===== config.mk =====
export PLATFORM = sky130hd
export DESIGN_NAME = roberto_uc
export DESIGN_NICKNAME = d
export VERILOG_FILES = /design/src/rtl/roberto_uc.sv
export SDC_FILE = /design/constraint.sdc
export NUM_CORES = 1
export LEC_CHECK = 0
export BUFFER_PORTS_ARGS = -buffer_cell sky130_fd_sc_hd__buf_2
export CORE_MARGIN = 5
export CORE_UTILIZATION = 50
export DETAILED_ROUTE_END_ITERATION = 6
export PLACE_DENSITY_LB_ADDON = 0.05
export SYNTH_ARGS = -nofsm -noshare
export SYNTH_HDL_FRONTEND = slang
export SYNTH_SLANG_ARGS = --single-unit

===== constraint.sdc =====
create_clock -name clock -period 2.16 [get_ports clock]
set_clock_uncertainty 0.1 [all_clocks]
set_input_delay 0.432 -clock clock [delete_from_list [all_inputs] [get_ports clock]]
set_output_delay 0.432 -clock clock [all_outputs]
set_load 0.01 [all_outputs]

===== src/rtl/roberto_uc.sv =====
// roberto_uc: round sequencer for the three-sensor distance datapath (measure, send 12 chars, wait 1 s).
// Define ROBERTO_UC_TIMEOUT_EN to build the measurement timeout counter and erro_medida.
module roberto_uc #(
    parameter int unsigned TIMEOUT_CICLOS = 5_000_000,
    parameter int unsigned N_TIMEOUT      = 23
) (
    input  logic       clock,
    input  logic       reset,
    input  logic       ligar,
    input  logic       pronto_medida1,
    input  logic       pronto_medida2,
    input  logic       pronto_medida3,
    input  logic       pronto_serial,
    input  logic       pronto_seg,
    output logic       zera_sensor,
    output logic       zera_serial,
    output logic       zera_seg,
    output logic       medir,
    output logic       cont_seg,
    output logic       partida_tx,
    output logic [1:0] sel_digito,
    output logic [1:0] sel_sensor,
    output logic       pronto,
    output logic       erro_medida,
    output logic [3:0] db_estado
);

    typedef enum logic [2:0] {
        INICIAL       = 3'd0,
        PREPARACAO    = 3'd1,
        MEDIDA        = 3'd2,
        ESPERA_MEDIDA = 3'd3,
        TRANSMITE     = 3'd4,
        ESPERA_TX     = 3'd5,
        PROXIMO       = 3'd6,
        ESPERA_SEG    = 3'd7
    } state_t;

    state_t     state_q, state_d;
    logic [1:0] sel_digito_q, sel_digito_d;
    logic [1:0] sel_sensor_q, sel_sensor_d;
    logic [2:0] done_q, done_d;
    logic       zera_sensor_q, zera_sensor_d;
    logic       zera_serial_q, zera_serial_d;
    logic       zera_seg_q, zera_seg_d;
    logic       medir_q, medir_d;
    logic       cont_seg_q, cont_seg_d;
    logic       partida_tx_q, partida_tx_d;
    logic       pronto_q, pronto_d;
    logic       all_done_c;
    logic       timeout_c;
    logic       ultimo_c;

    if (64'(TIMEOUT_CICLOS) >= (64'd1 << N_TIMEOUT)) begin : g_bad_timeout_width
        $error("roberto_uc: N_TIMEOUT too narrow for TIMEOUT_CICLOS");
    end

    // Completion looks through the latches so a pulse counts in the cycle it arrives.
    assign all_done_c = &(done_q | {pronto_medida3, pronto_medida2, pronto_medida1});
    assign ultimo_c   = (sel_sensor_q == 2'd1) && (sel_digito_q == 2'd0);

`ifdef ROBERTO_UC_TIMEOUT_EN
    localparam logic [N_TIMEOUT-1:0] TIMEOUT_MAX = N_TIMEOUT'(TIMEOUT_CICLOS - 1);

    logic [N_TIMEOUT-1:0] cnt_q, cnt_d;
    logic                 erro_q, erro_d;

    // Completion has priority over timeout when both land on the same edge.
    always_comb begin
        cnt_d     = cnt_q;
        erro_d    = erro_q;
        timeout_c = 1'b0;
        if (state_q == MEDIDA) begin
            cnt_d  = '0;
            erro_d = 1'b0;
        end else if (state_q == ESPERA_MEDIDA) begin
            if (cnt_q == TIMEOUT_MAX) begin
                timeout_c = 1'b1;
                if (!all_done_c) erro_d = 1'b1;
            end else begin
                cnt_d = cnt_q + N_TIMEOUT'(1);
            end
        end
    end

    always_ff @(posedge clock or negedge reset) begin
        if (!reset) begin
            cnt_q  <= '0;
            erro_q <= 1'b0;
        end else begin
            cnt_q  <= cnt_d;
            erro_q <= erro_d;
        end
    end

    assign erro_medida = erro_q;
`else
    assign timeout_c   = 1'b0;
    assign erro_medida = 1'b0;
`endif

    // Next state, datapath selects, and Moore outputs decoded from the upcoming state.
    always_comb begin
        state_d      = state_q;
        sel_digito_d = sel_digito_q;
        sel_sensor_d = sel_sensor_q;
        done_d       = done_q;

        case (state_q)
            INICIAL:       if (ligar) state_d = PREPARACAO;
            PREPARACAO:    state_d = MEDIDA;
            MEDIDA: begin
                done_d  = 3'b000;
                state_d = ESPERA_MEDIDA;
            end
            ESPERA_MEDIDA: begin
                done_d = done_q | {pronto_medida3, pronto_medida2, pronto_medida1};
                if (all_done_c || timeout_c) state_d = TRANSMITE;
            end
            TRANSMITE:     state_d = ESPERA_TX;
            ESPERA_TX:     if (pronto_serial) state_d = PROXIMO;
            PROXIMO: begin
                if (ultimo_c) begin
                    state_d = ESPERA_SEG;
                end else begin
                    if (sel_digito_q == 2'd0) begin
                        sel_digito_d = 2'd3;
                        sel_sensor_d = sel_sensor_q - 2'd1;
                    end else begin
                        sel_digito_d = sel_digito_q - 2'd1;
                    end
                    state_d = TRANSMITE;
                end
            end
            ESPERA_SEG:    if (pronto_seg) state_d = ligar ? MEDIDA : INICIAL;
            default:       state_d = INICIAL;
        endcase

        if (state_d == INICIAL || state_d == MEDIDA) begin
            sel_digito_d = 2'd3;
            sel_sensor_d = 2'd3;
        end

        zera_sensor_d = (state_d == PREPARACAO);
        zera_serial_d = (state_d == PREPARACAO);
        zera_seg_d    = (state_d == PREPARACAO) || (state_d == MEDIDA);
        medir_d       = (state_d == MEDIDA);
        cont_seg_d    = (state_d == ESPERA_SEG);
        partida_tx_d  = (state_d == TRANSMITE);
        pronto_d      = (state_d == PROXIMO) && ultimo_c;
    end

    always_ff @(posedge clock or negedge reset) begin
        if (!reset) begin
            state_q       <= INICIAL;
            sel_digito_q  <= 2'd3;
            sel_sensor_q  <= 2'd3;
            done_q        <= 3'b000;
            zera_sensor_q <= 1'b0;
            zera_serial_q <= 1'b0;
            zera_seg_q    <= 1'b0;
            medir_q       <= 1'b0;
            cont_seg_q    <= 1'b0;
            partida_tx_q  <= 1'b0;
            pronto_q      <= 1'b0;
        end else begin
            state_q       <= state_d;
            sel_digito_q  <= sel_digito_d;
            sel_sensor_q  <= sel_sensor_d;
            done_q        <= done_d;
            zera_sensor_q <= zera_sensor_d;
            zera_serial_q <= zera_serial_d;
            zera_seg_q    <= zera_seg_d;
            medir_q       <= medir_d;
            cont_seg_q    <= cont_seg_d;
            partida_tx_q  <= partida_tx_d;
            pronto_q      <= pronto_d;
        end
    end

    assign zera_sensor = zera_sensor_q;
    assign zera_serial = zera_serial_q;
    assign zera_seg    = zera_seg_q;
    assign medir       = medir_q;
    assign cont_seg    = cont_seg_q;
    assign partida_tx  = partida_tx_q;
    assign pronto      = pronto_q;
    assign sel_digito  = sel_digito_q;
    assign sel_sensor  = sel_sensor_q;
    assign db_estado   = {1'b0, state_q};

endmodule


-- Word-level counts from Yosys, hierarchy flattened
Index checks and enable logic that the tools add are counted.
- output and inout bits: 16
- input port bits: 8
- register bits after elaboration: 16
- logic and storage cells: 56
- bitwise gates (word level): 1
- equality and inequality tests: 14
- $add $sub $neg: 2
- muxes and demuxes: 16
- reduce and logical (&&, ||, !) cells: 13
- operators with widths (operator ; number):
    3-bit one-hot mux with 8 select lines ; 1
    3-bit equality test (second input constant) ; 7
    2-bit two-way mux ; 10
    3-bit two-way mux ; 4
    3-bit by 2-bit equality test with 1-bit output (second input constant) ; 3
    3-bit by 1-bit equality test with 1-bit output (second input constant) ; 2
    3-bit zero test ; 2
    3-bit one-hot mux with 2 select lines ; 1
    3-bit AND reduction ; 2
    2-bit nonzero test ; 3
    2-bit by 1-bit subtractor with 2-bit output (second input constant) ; 2
    3-bit bitwise OR ; 1
    2-bit by 1-bit equality test with 1-bit output (second input constant) ; 1
    1-bit logical AND ; 2
    2-bit zero test ; 1
    1-bit logical OR ; 2
    2-bit by 1-bit inequality test with 1-bit output (second input constant) ; 1
    2-bit AND reduction ; 1

-- Depth between registers and ports, before layout
Gate-level depths: netlist of the first run.
- depth in word-level cells: 8
- depth in mapped cells: 7
- gate-level depth less buffers: 7

-- Worst setup path before layout of the first run
OpenSTA, ideal clock, no wires.
- path kind: reg-to-reg
- from: reg sel_digito_q[0] (netlist: sel_digito[0])
- to: reg sel_digito_q[1] (netlist: sel_digito[1])
- cell stages (with the launch flop): 7
- required time: 1.979 ns
- slack: 0.469 ns
- arrival time: 1.509 ns
- path through: dfstp_2 > inv_1 > ha_1 > a21o_1 > o32ai_2 > o22ai_2 > o211ai_1
- word-level cells in the longest chain between the ends: 8
- elaborated cells on any way between the ends: 15
- RTL lines (what ; RTL line ; RTL):
    from (decl) ; 40 ; logic [1:0] sel_digito_q, sel_digito_d;
    from (signal assigned) ; 168 ; sel_digito_q <= sel_digito_d;
    2-bit zero test ; 60, 126 ;
    1-bit logical AND ; 60 ; assign ultimo_c = (sel_sensor_q == 2'd1) && (sel_digito_q == 2'd0);
    2-bit two-way mux ; 123 ; if (ultimo_c) begin
    3-bit one-hot mux with 8 select lines ; 109 ; case (state_q)
    3-bit by 2-bit equality test with 1-bit output or 3-bit zero test (tied branches) ; 139 ; if (state_d == INICIAL || state_d == MEDIDA) begin
    1-bit logical OR ; 139 ;
    2-bit by 1-bit inequality test with 1-bit output (no source line) or 2-bit nonzero test (tied branches) ; -- ;
    2-bit AND reduction (no source line) ; -- ;
Several ways; a longest one is shown, not always the timed one. The select of a mux whose other input is x is not followed.
A chain may end at the register's enable or synchronous reset.

-- Worst setup path in the final report of the first run
Same ends and word-level chain as after synthesis.

==> reports/results.txt, run 1 <==
layout cells sized above 1: 40.4%
Area Growth Syn to Fin: 14.6%
Final Routed Wirelength: 1590 um
maximum fanout along the worst path: 6
Syn Area/Cell: 10.5 um^2
# nets final: 115
WP data required: 2.27 ns
DR WL/cell: 13.2 um
wire length of the first global-routing pass: 2770 um
total CTS buffers: 3
status: completed
Initial Utilization: 51.8%
DR DRC count: 0
WS Path Type: register to register
commonest non-fill, non-tap cells in the layout: buf_2, dfrtp_1, nor2_1, nand2_1, inv_1
Synth Warn #: 0
FILL cells: 148
Detailed Route Iter0 Violations: 7
register area: 405 um^2
routed vias/inst: 5.26
HP Class: primary input to register
Die Span Y: 51.8 um
I/O pins: 24
final cycle utilization of the critical path: 83.2%
Placeable Area: 1690 um^2
CTS tree: yes
worst reg2reg setup slack: 0.36 ns
final hold violations: 0
port bufs: 21
P per Cell Area: 1320 nW/um^2
grt ovf: 0
Max Slew Vio Count: 0
Setup crit end kind: register
synth unique cells: 39
Synth Instances: 83
die width: 51.8 um
most common cell after layout, fill and taps aside: buf_2
vias in the first global route: 635
ANT cells: 0
Fin Setup TNS: 0 ns
number of cells after detailed placement: 116
leak pwr: 0.501 nW
RSZ-0062 raised after global routing: false
Die Area: 2690 um^2
Syn Std Cell Area: 875 um^2
vias: 636
Worst EP arrival: 1.91 ns
Hold-fix buffers, CTS: 1
cell row count: 15
GPL Wtd Cong: 0.768
Post-CTS Setup Repair Bufs: 0
met2 WL post-DR: 829 um
HPWL Detailed: 1230 um
crit-path cells: inv_1 -> ha_1 -> a21o_1 -> o32ai_2 -> o22ai_2 -> o211ai_1
highest layer used for signal routing: met4
fmax: 556 MHz
largest net degree at the start of global routing: 17
CTS H-tree depth: 1
initial antenna violation count: 0
Final setup violation count: 0
Slowest-stage cell, CP: dfstp_2
clk slew on worst S/H paths: 0.09 ns
GRT Overall Usage: 14.3%
wl on met1: 666 um
total power: 1.32 mW
Skew-Pair Late Insertion Delay: 0.28 ns
Final Critical Period: 1.80 ns
VDD IR-drop max: 0.583 mV
Post-CTS Resized: 0
CTS root buf: clkbuf_4
First-pass DRT Iterations: 4
multi-input logic area: 398 um^2
final non-filler cell total: 121
max cap viols: 0
crit start category: register
register area share after synthesis: 46.4%
Met3 Routed Length: 60 um
Critical Path Max Stage Delay: 0.54 ns
clock sink count: 16
Clock Path Buffers: 2
post-detailed-route count of antenna-violating nets: 0
Yosys reg bits: 16
## flip-flops by register name, indices dropped and copies added, names as in the netlist
| register | flops |
|---|---|
| zera_serial | 1 |
| partida_tx | 1 |
| done_q | 3 |
| cont_seg | 1 |
| state_q | 3 |
| zera_seg | 1 |
| medir | 1 |
| sel_sensor | 2 |
| sel_digito | 2 |
| pronto | 1 |
## routing by layer
| layer | global-route usage [%] | vias up |
|---|---|---|
| li1 | - | 325 |
| met1 | 16.2 | 296 |
| met2 | 25.1 | 11 |
| met3 | 2.58 | 4 |
| met4 | 7.86 | 0 |
| met5 | 0 | - |
## kinds of logic (layout without fill, tap and decap cells)
group / Yosys count / count (layout) / share of synthesized area, %
AO/OA/AOI/OAI: 19 / 19 / 18.7
XOR/XNOR: 1 / 1 / 1.00
adder cells (fa/ha/maj): 2 / 2 / 2.86
buffers and inverters: 13 / 33 / 8.58
flip-flops: 16 / 16 / 46.4
multiplexers: 1 / 1 / 1.29
other: 1 / 2 / 0.429
AND/OR/NAND/NOR: 30 / 30 / 20.7
## stage by stage
stage	setup slack [ns]	utilization (%)	hold slack (ns)	instance area (um^2)
global placement	0.379	56.6	0.260	956
global route	0.251	59.3	0.320	1000
floorplan	0.469	-	0.0364	878
finish	0.362	59.3	0.294	1000
CTS	0.347	59.3	0.286	1000
detailed placement	0.371	56.6	0.266	956
## worst paths after layout
kind / startpoint / end / depth (start not counted)
worst max register to register: sel_digito[0]$_DFFE_PN1P_ / sel_digito[1]$_DFFE_PN1P_ / 6
worst min-delay path: pronto_medida1 / done_q[0]$_DFFE_PN0P_ / 3
max in group asynchronous: reset / sel_digito[1]$_DFFE_PN1P_ / 2
worst max-delay path: sel_digito[0]$_DFFE_PN1P_ / sel_digito[1]$_DFFE_PN1P_ / 6
min in group asynchronous: reset / state_q[1]$_DFF_PN0_ / 2
worst min register to register: done_q[0]$_DFFE_PN0P_ / done_q[0]$_DFFE_PN0P_ / 2
## power by group
part / internal (mW) / switching, mW
clock network: 0.103 / 0.0932
registers: 0.401 / 0.125
logic: 0.266 / 0.331
total: 0.770 / 0.550
## final cells by class
type                    count  share of cell area (%)
repair buffers             22                    11.5
well taps                  17                    2.12
inverters                   7                    2.62
clock buffers               4                    3.62
flip-flops and latches     16                    40.4
multi-input cells          55                    39.7
## cells in the mapped netlist (all sizes together)
master  instances  share of area [%]
mux2            1                1.3
nor4            1                1.4
nand3b          1                2.3
nand2b          1               0.72
or2             2                1.4
a21o            1               0.86
o32ai           2                3.7
o221ai          1                1.0
ha              2                2.9
o211ai          2                1.7
a21oi           3                1.7
xnor2           1                1.0
nand3           1               0.57
o21ai           1               0.57
dfrtp          12                 34
o31ai           1               0.86
dfstp           4                 12
conb            1               0.43
nor3            2                2.3
nor2b           3                2.1
nor4b           1                1.0
o21a            1               0.86
buf             6                5.6
o41ai           1                1.0
nand2           7                3.3
o22ai           2                2.1
inv             7                3.0
o21bai          2                2.1
o311ai          1                1.0
o211a           1                1.1
nor2            8                3.4
and2            2                1.4
and3            1               0.72
## worst max-delay path, delay by kind of cell (launching register included)
kind	cells	cell delay, ns
buffers and inverters	1	0.05
adders and majority gates	1	0.25
DFF	1	0.54
AOI/OAI and AO/OA	4	0.79
Note: power is estimated with default switching activity, not from simulation.
==> inputs of run 2 (changes only) <==
- CORE_UTILIZATION: 50 -> 45
- clock period: 2.16 -> 1.5 ns (I/O delays scaled with it)
==> run 2 against run 1 <==
  * Wire length grew 30%
  * Register-to-register slack lost 0.51 ns
  * Critical path type unchanged
  * Total power grew 85%
  * Flip-flop and latch count is the same
  * The flow now finishes with violations (negative setup slack)
  * Die area grew 8.9%
  * Clock power grew 45%
  * Largest cell class is now multi-input gates
==> reports/results.txt, run 2 (synthesized netlist as in run 1, its figures left out) <==
total CTS buffers: 3
sw power: 0.996 mW
Final Critical Period: 1.65 ns
crit start category: register
fmax: 607 MHz
Setup crit end kind: register
post-detailed-route count of antenna-violating nets: 0
WS Path Type: register to register
port bufs: 21
DR DRC count: 0
CTS tree: yes
CTS H-tree depth: 1
worst reg2reg setup slack: -0.15 ns
Critical Path Max Stage Delay: 0.55 ns
clk slew on worst S/H paths: 0.10 ns
# nets final: 134
initial antenna violation count: 0
layout cells sized above 1: 58.5%
final cycle utilization of the critical path: 110%
VDD IR-drop max: 1.04 mV
Skew-Pair Late Insertion Delay: 0.29 ns
Worst Hold Endpoint: done_q[0]$_DFFE_PN0P_
maximum fanout along the worst path: 6
final worst-path setup slack: -0.148 ns
HPWL Detailed: 1460 um
most common cell after layout, fill and taps aside: buf_2
Worst EP arrival: 1.76 ns
grt ovf: 0
clock share of power: 11.7%
Area Growth Syn to Fin: 44.6%
vias: 721
ANT cells: 0
Cells on Worst Hold Path: 3
Max Slew Vio Count: 0
combinational share of power: 58.5%
R2R cell count: 6
Final setup violation count: 11
wire length of the first global-routing pass: 3510 um
CTS root buf: clkbuf_4
First-pass DRT Iterations: 4
die width: 54.1 um
GRT Overall Usage: 17.3%
clock sink count: 16
crit-path cells: inv_2 -> ha_4 -> a21o_4 -> o32ai_4 -> o22ai_4 -> o21bai_2
RSZ-0062 raised after global routing: true
sequential group share of total power: 29.8%
leak pwr: 0.596 nW
Die Area: 2930 um^2
vias in the first global route: 782
Placeable Area: 1900 um^2
Setup WS pre-CTS: -0.161 ns
DR WL/cell: 13.8 um
Detailed Route Iter0 Violations: 6
Clock Path Buffers: 2
Hold Crit Start: pronto_medida1
max cap viols: 0
I/O pins: 24
P per Cell Area: 1930 nW/um^2
P_int: 1.44 mW
routed vias/inst: 4.81
final hold violations: 0
sw frac: 40.9%
largest registers: done_q (3), state_q (3)
cell area after layout: 1260 um^2
FILL cells: 163
GPL Wtd Cong: 0.775
status: finished with violations
Final Routed Wirelength: 2070 um
Slowest-stage cell, CP: dfstp_2
worst reg2reg path startpoint: sel_digito[0]$_DFFE_PN1P_
violated checks: negative setup slack
commonest non-fill, non-tap cells in the layout: buf_2, buf_4, dfrtp_1, nor2_1, nand2_1
cell row count: 16
Die Span Y: 54.1 um
HP Class: primary input to register
Initial Utilization: 46.0%
WP data required: 1.61 ns
placed cell area: 1140 um^2
Crit. Startpoint: sel_digito[0]$_DFFE_PN1P_
largest net degree at the start of global routing: 17
worst reg2reg path endpoint: zera_seg$_DFF_PN0_
## run 2: worst max-delay path by stage
stage | endpoint | cells past startpoint | slack [ns]
global placement | partida_tx$_DFF_PN0_ | 5 | -0.11
CTS | zera_seg$_DFF_PN0_ | 6 | -0.14
finish | zera_seg$_DFF_PN0_ | 6 | -0.15
detailed placement | sel_sensor[1]$_DFFE_PN1P_ | 5 | -0.16
global route | zera_seg$_DFF_PN0_ | 6 | -0.21
floorplan | partida_tx$_DFF_PN0_ | 5 | -0.08
## run 2: cell type report
cell class	count	area, um^2	share of cell area, %
clock buffer	4	36.3	2.87
inverter	7	26.3	2.08
multi-input combinational	55	488	38.6
sequential	16	407	32.1
tap	27	33.8	2.67
timing repair buffer	41	274	21.7
## run 2: through the flow
| stage | std cells | setup TNS (ns) | util (%) | hold slack (ns) | power (mW) |
|---|---|---|---|---|---|
| 3_5_place_dp | 143 | -1.15 | 60.1 | 0.136 | 1.95 |
| 5_1_grt | 150 | -1.87 | 66.5 | 0.150 | 2.62 |
| 4_1_cts | 150 | -1.12 | 65.9 | 0.149 | 2.45 |
| 6_report | 150 | -1.12 | 66.5 | 0.156 | 2.44 |
| 2_1_floorplan | 84 | -0.374 | - | -0.0956 | 1.54 |
| 3_3_place_gp | 143 | -0.806 | 60.1 | 0.132 | 1.92 |
## run 2: critical path, delay by kind of cell (launching register included)
| family | cells | cell delay, ns |
|---|---|---|
| AO/OA/AOI/OAI | 4 | 0.71 |
| adder cells (fa/ha/maj) | 1 | 0.16 |
| buffers and inverters | 1 | 0.05 |
| flip-flops | 1 | 0.55 |
## run 2: routing by layer
metal	routed length (um)	track usage (%)	vias up
li1	-	-	362
met3	92	4.16	2
met4	20	8.71	0
met1	830	19.5	344
met5	0	0	-
met2	1120	30.0	13
## run 2: power groups by stage
stage	registers [mW]	clock network, mW	logic [mW]
2_1_floorplan	0.701	0	0.843
3_3_place_gp	0.720	0	1.20
3_5_place_dp	0.731	0	1.22
4_1_cts	0.724	0.304	1.42
5_1_grt	0.747	0.334	1.54
6_report	0.727	0.285	1.43
## run 2: repair_timing
item                                   in CTS  in global routing
resized for setup                           7                  3
pin swaps                                   5                  1
endpoints found under the hold margin      12                  0
hold buffers                                1                  0
buffers inserted                            2                  0
gates cloned                                0                  0
setup endpoints to repair                  12                 15
==> inputs of run 3 (changes only) <==
- BUFFER_PORTS_ARGS: -buffer_cell sky130_fd_sc_hd__buf_2 -> -buffer_cell sky130_fd_sc_hd__buf_4
==> run 3 against run 2 <==
  * The flow still finishes with violations (negative setup slack)
  * Flip-flop and latch count did not move
  * Non-clock buffer count grew 1
  * Cell area is 4.1% higher
  * Wire length shrank 4.4%
  * Clock power increased by 2%
  * Via count grew 1.1%
  * Core utilization grew 2.7 points
  * Register-to-register slack improved by 0.02 ns
  * Worst hold slack hardly changed
  * Cell count rose by 0.67%
  * Critical endpoint is now partida_tx$_DFF_PN0_
  * Largest power group unchanged
  * Highest routed layer unchanged
==> reports/results.txt, run 3 (synthesized netlist as in run 1, its figures left out) <==
port bufs: 21
status: finished with violations
Detailed Route Iter0 Violations: 1
DR WL/cell: 13.1 um
fin util: 69.2%
First-pass DRT Iterations: 2
final non-filler cell total: 151
Worst EP arrival: 1.75 ns
wire length of the first global-routing pass: 3200 um
leak pwr: 0.617 nW
GPL Wtd Cong: 0.843
I/O pins: 24
HPWL Detailed: 1490 um
Clock Path Buffers: 2
Final Critical Period: 1.63 ns
RSZ-0062 raised after global routing: true
Critical Path Max Stage Delay: 0.55 ns
number of cells after detailed placement: 143
initial antenna violation count: 0
maximum fanout along the worst path: 4
largest net degree at the start of global routing: 17
FILL cells: 161
vias in the first global route: 762
most used cell along the critical path: inv_2
final cycle utilization of the critical path: 109%
Placeable Area: 1900 um^2
total power: 2.47 mW
cell row count: 16
total CTS buffers: 3
WP data required: 1.62 ns
clk slew on worst S/H paths: 0.10 ns
CTS root buf: clkbuf_4
Final Routed Wirelength: 1980 um
Setup WS pre-CTS: -0.176 ns
vias: 729
routed vias/inst: 4.83
Die Span Y: 54.1 um
Initial Utilization: 46.0%
Setup crit end kind: register
clock sink count: 16
Final setup violation count: 10
GRT Overall Usage: 15.8%
CTS H-tree depth: 1
final hold violations: 0
WS Path Type: register to register
crit start category: register
CTS tree: yes
largest registers: done_q (3), state_q (3)
commonest non-fill, non-tap cells in the layout: buf_4, dfrtp_1, nor2_1, nand2_1, inv_2
P per Cell Area: 1870 nW/um^2
cell area after layout: 1320 um^2
Slowest-stage cell, CP: dfstp_2
Fin Setup TNS: -0.993 ns
max cap viols: 0
grt ovf: 0
most common cell after layout, fill and taps aside: buf_4
layout cells sized above 1: 58.1%
crit-path cells: inv_2 -> ha_4 -> and2_1 -> o221ai_1 -> o211a_1 -> inv_2 -> nor2_1
Hold Slack: 0.156 ns
placed cell area: 1210 um^2
ANT cells: 0
# nets final: 135
HP Class: primary input to register
violated checks: negative setup slack
Die Area: 2930 um^2
Max Slew Vio Count: 0
DR DRC count: 0
post-detailed-route count of antenna-violating nets: 0
fmax: 613 MHz
VDD IR-drop max: 1.10 mV
final worst-path setup slack: -0.131 ns
Area Growth Syn to Fin: 50.5%
Skew-Pair Late Insertion Delay: 0.29 ns
die width: 54.1 um
==> run 3: changes by cell type in the layout (fill, tap and decap cells not counted) <==
cell      previous run  this run
buf_12               0         1
buf_2               19         0
buf_4               18        38
buf_6                3         2
dfrtp_1             11        10
dfrtp_2              1         2
o211a_1              0         1
o211a_4              1         0
o221ai_1             0         1
o221ai_2             1         0
==> run 3: critical path: cells and delay by family, from the launching register on <==
family,cells,cell delay [ns]
AO/OA/AOI/OAI,2,0.42
adder cells (fa/ha/maj),1,0.16
buffers and inverters,2,0.09
flip-flops,1,0.55
AND/OR/NAND/NOR,2,0.23
==> run 3: repair_timing <==
item	in CTS	in global routing
pin swaps	0	3
endpoints found under the setup margin	10	13
hold buffers	1	0
hold endpoints to repair	16	0
gates resized for setup	5	3
setup buffers	1	2
==> run 3: final cells by class <==
cell class	instances	area [um^2]	area share (%)
well taps	27	33.8	2.57
flip-flops and latches	16	408	31.0
repair buffers	42	338	25.7
inverters	7	26.3	2.00
clock buffers	4	36.3	2.76
multi-input cells	55	474	36.0
==> run 3: per-layer routing <==
layer	global-route usage [%]	part of all wire, %	vias to the layer above
met3	3.60	5.1	3
met1	16.6	41	343
li1	-	-	367
met5	0	0	-
met2	28.8	52	16
met4	8.71	1.5	0
==> run 3: power by group <==
group	internal (mW)	total [mW]	switching, mW
sequential	0.586	0.713	0.127
combinational	0.760	1.46	0.703
clock	0.148	0.290	0.142
==> run 3: path summary, 6_finish.rpt <==
kind | startpoint | to | slack [ns] | cells after the start
hold reg to reg | done_q[0]$_DFFE_PN0P_ | done_q[0]$_DFFE_PN0P_ | 0.42 | 2
setup / recovery | sel_digito[1]$_DFFE_PN1P_ | partida_tx$_DFF_PN0_ | -0.13 | 7
max in group asynchronous | reset | sel_sensor[0]$_DFFE_PN1P_ | 0.75 | 2
min in group asynchronous | reset | medir$_DFF_PN0_ | 0.30 | 2
setup reg to reg | sel_digito[1]$_DFFE_PN1P_ | partida_tx$_DFF_PN0_ | -0.13 | 7
hold / removal | pronto_medida1 | done_q[0]$_DFFE_PN0P_ | 0.16 | 3
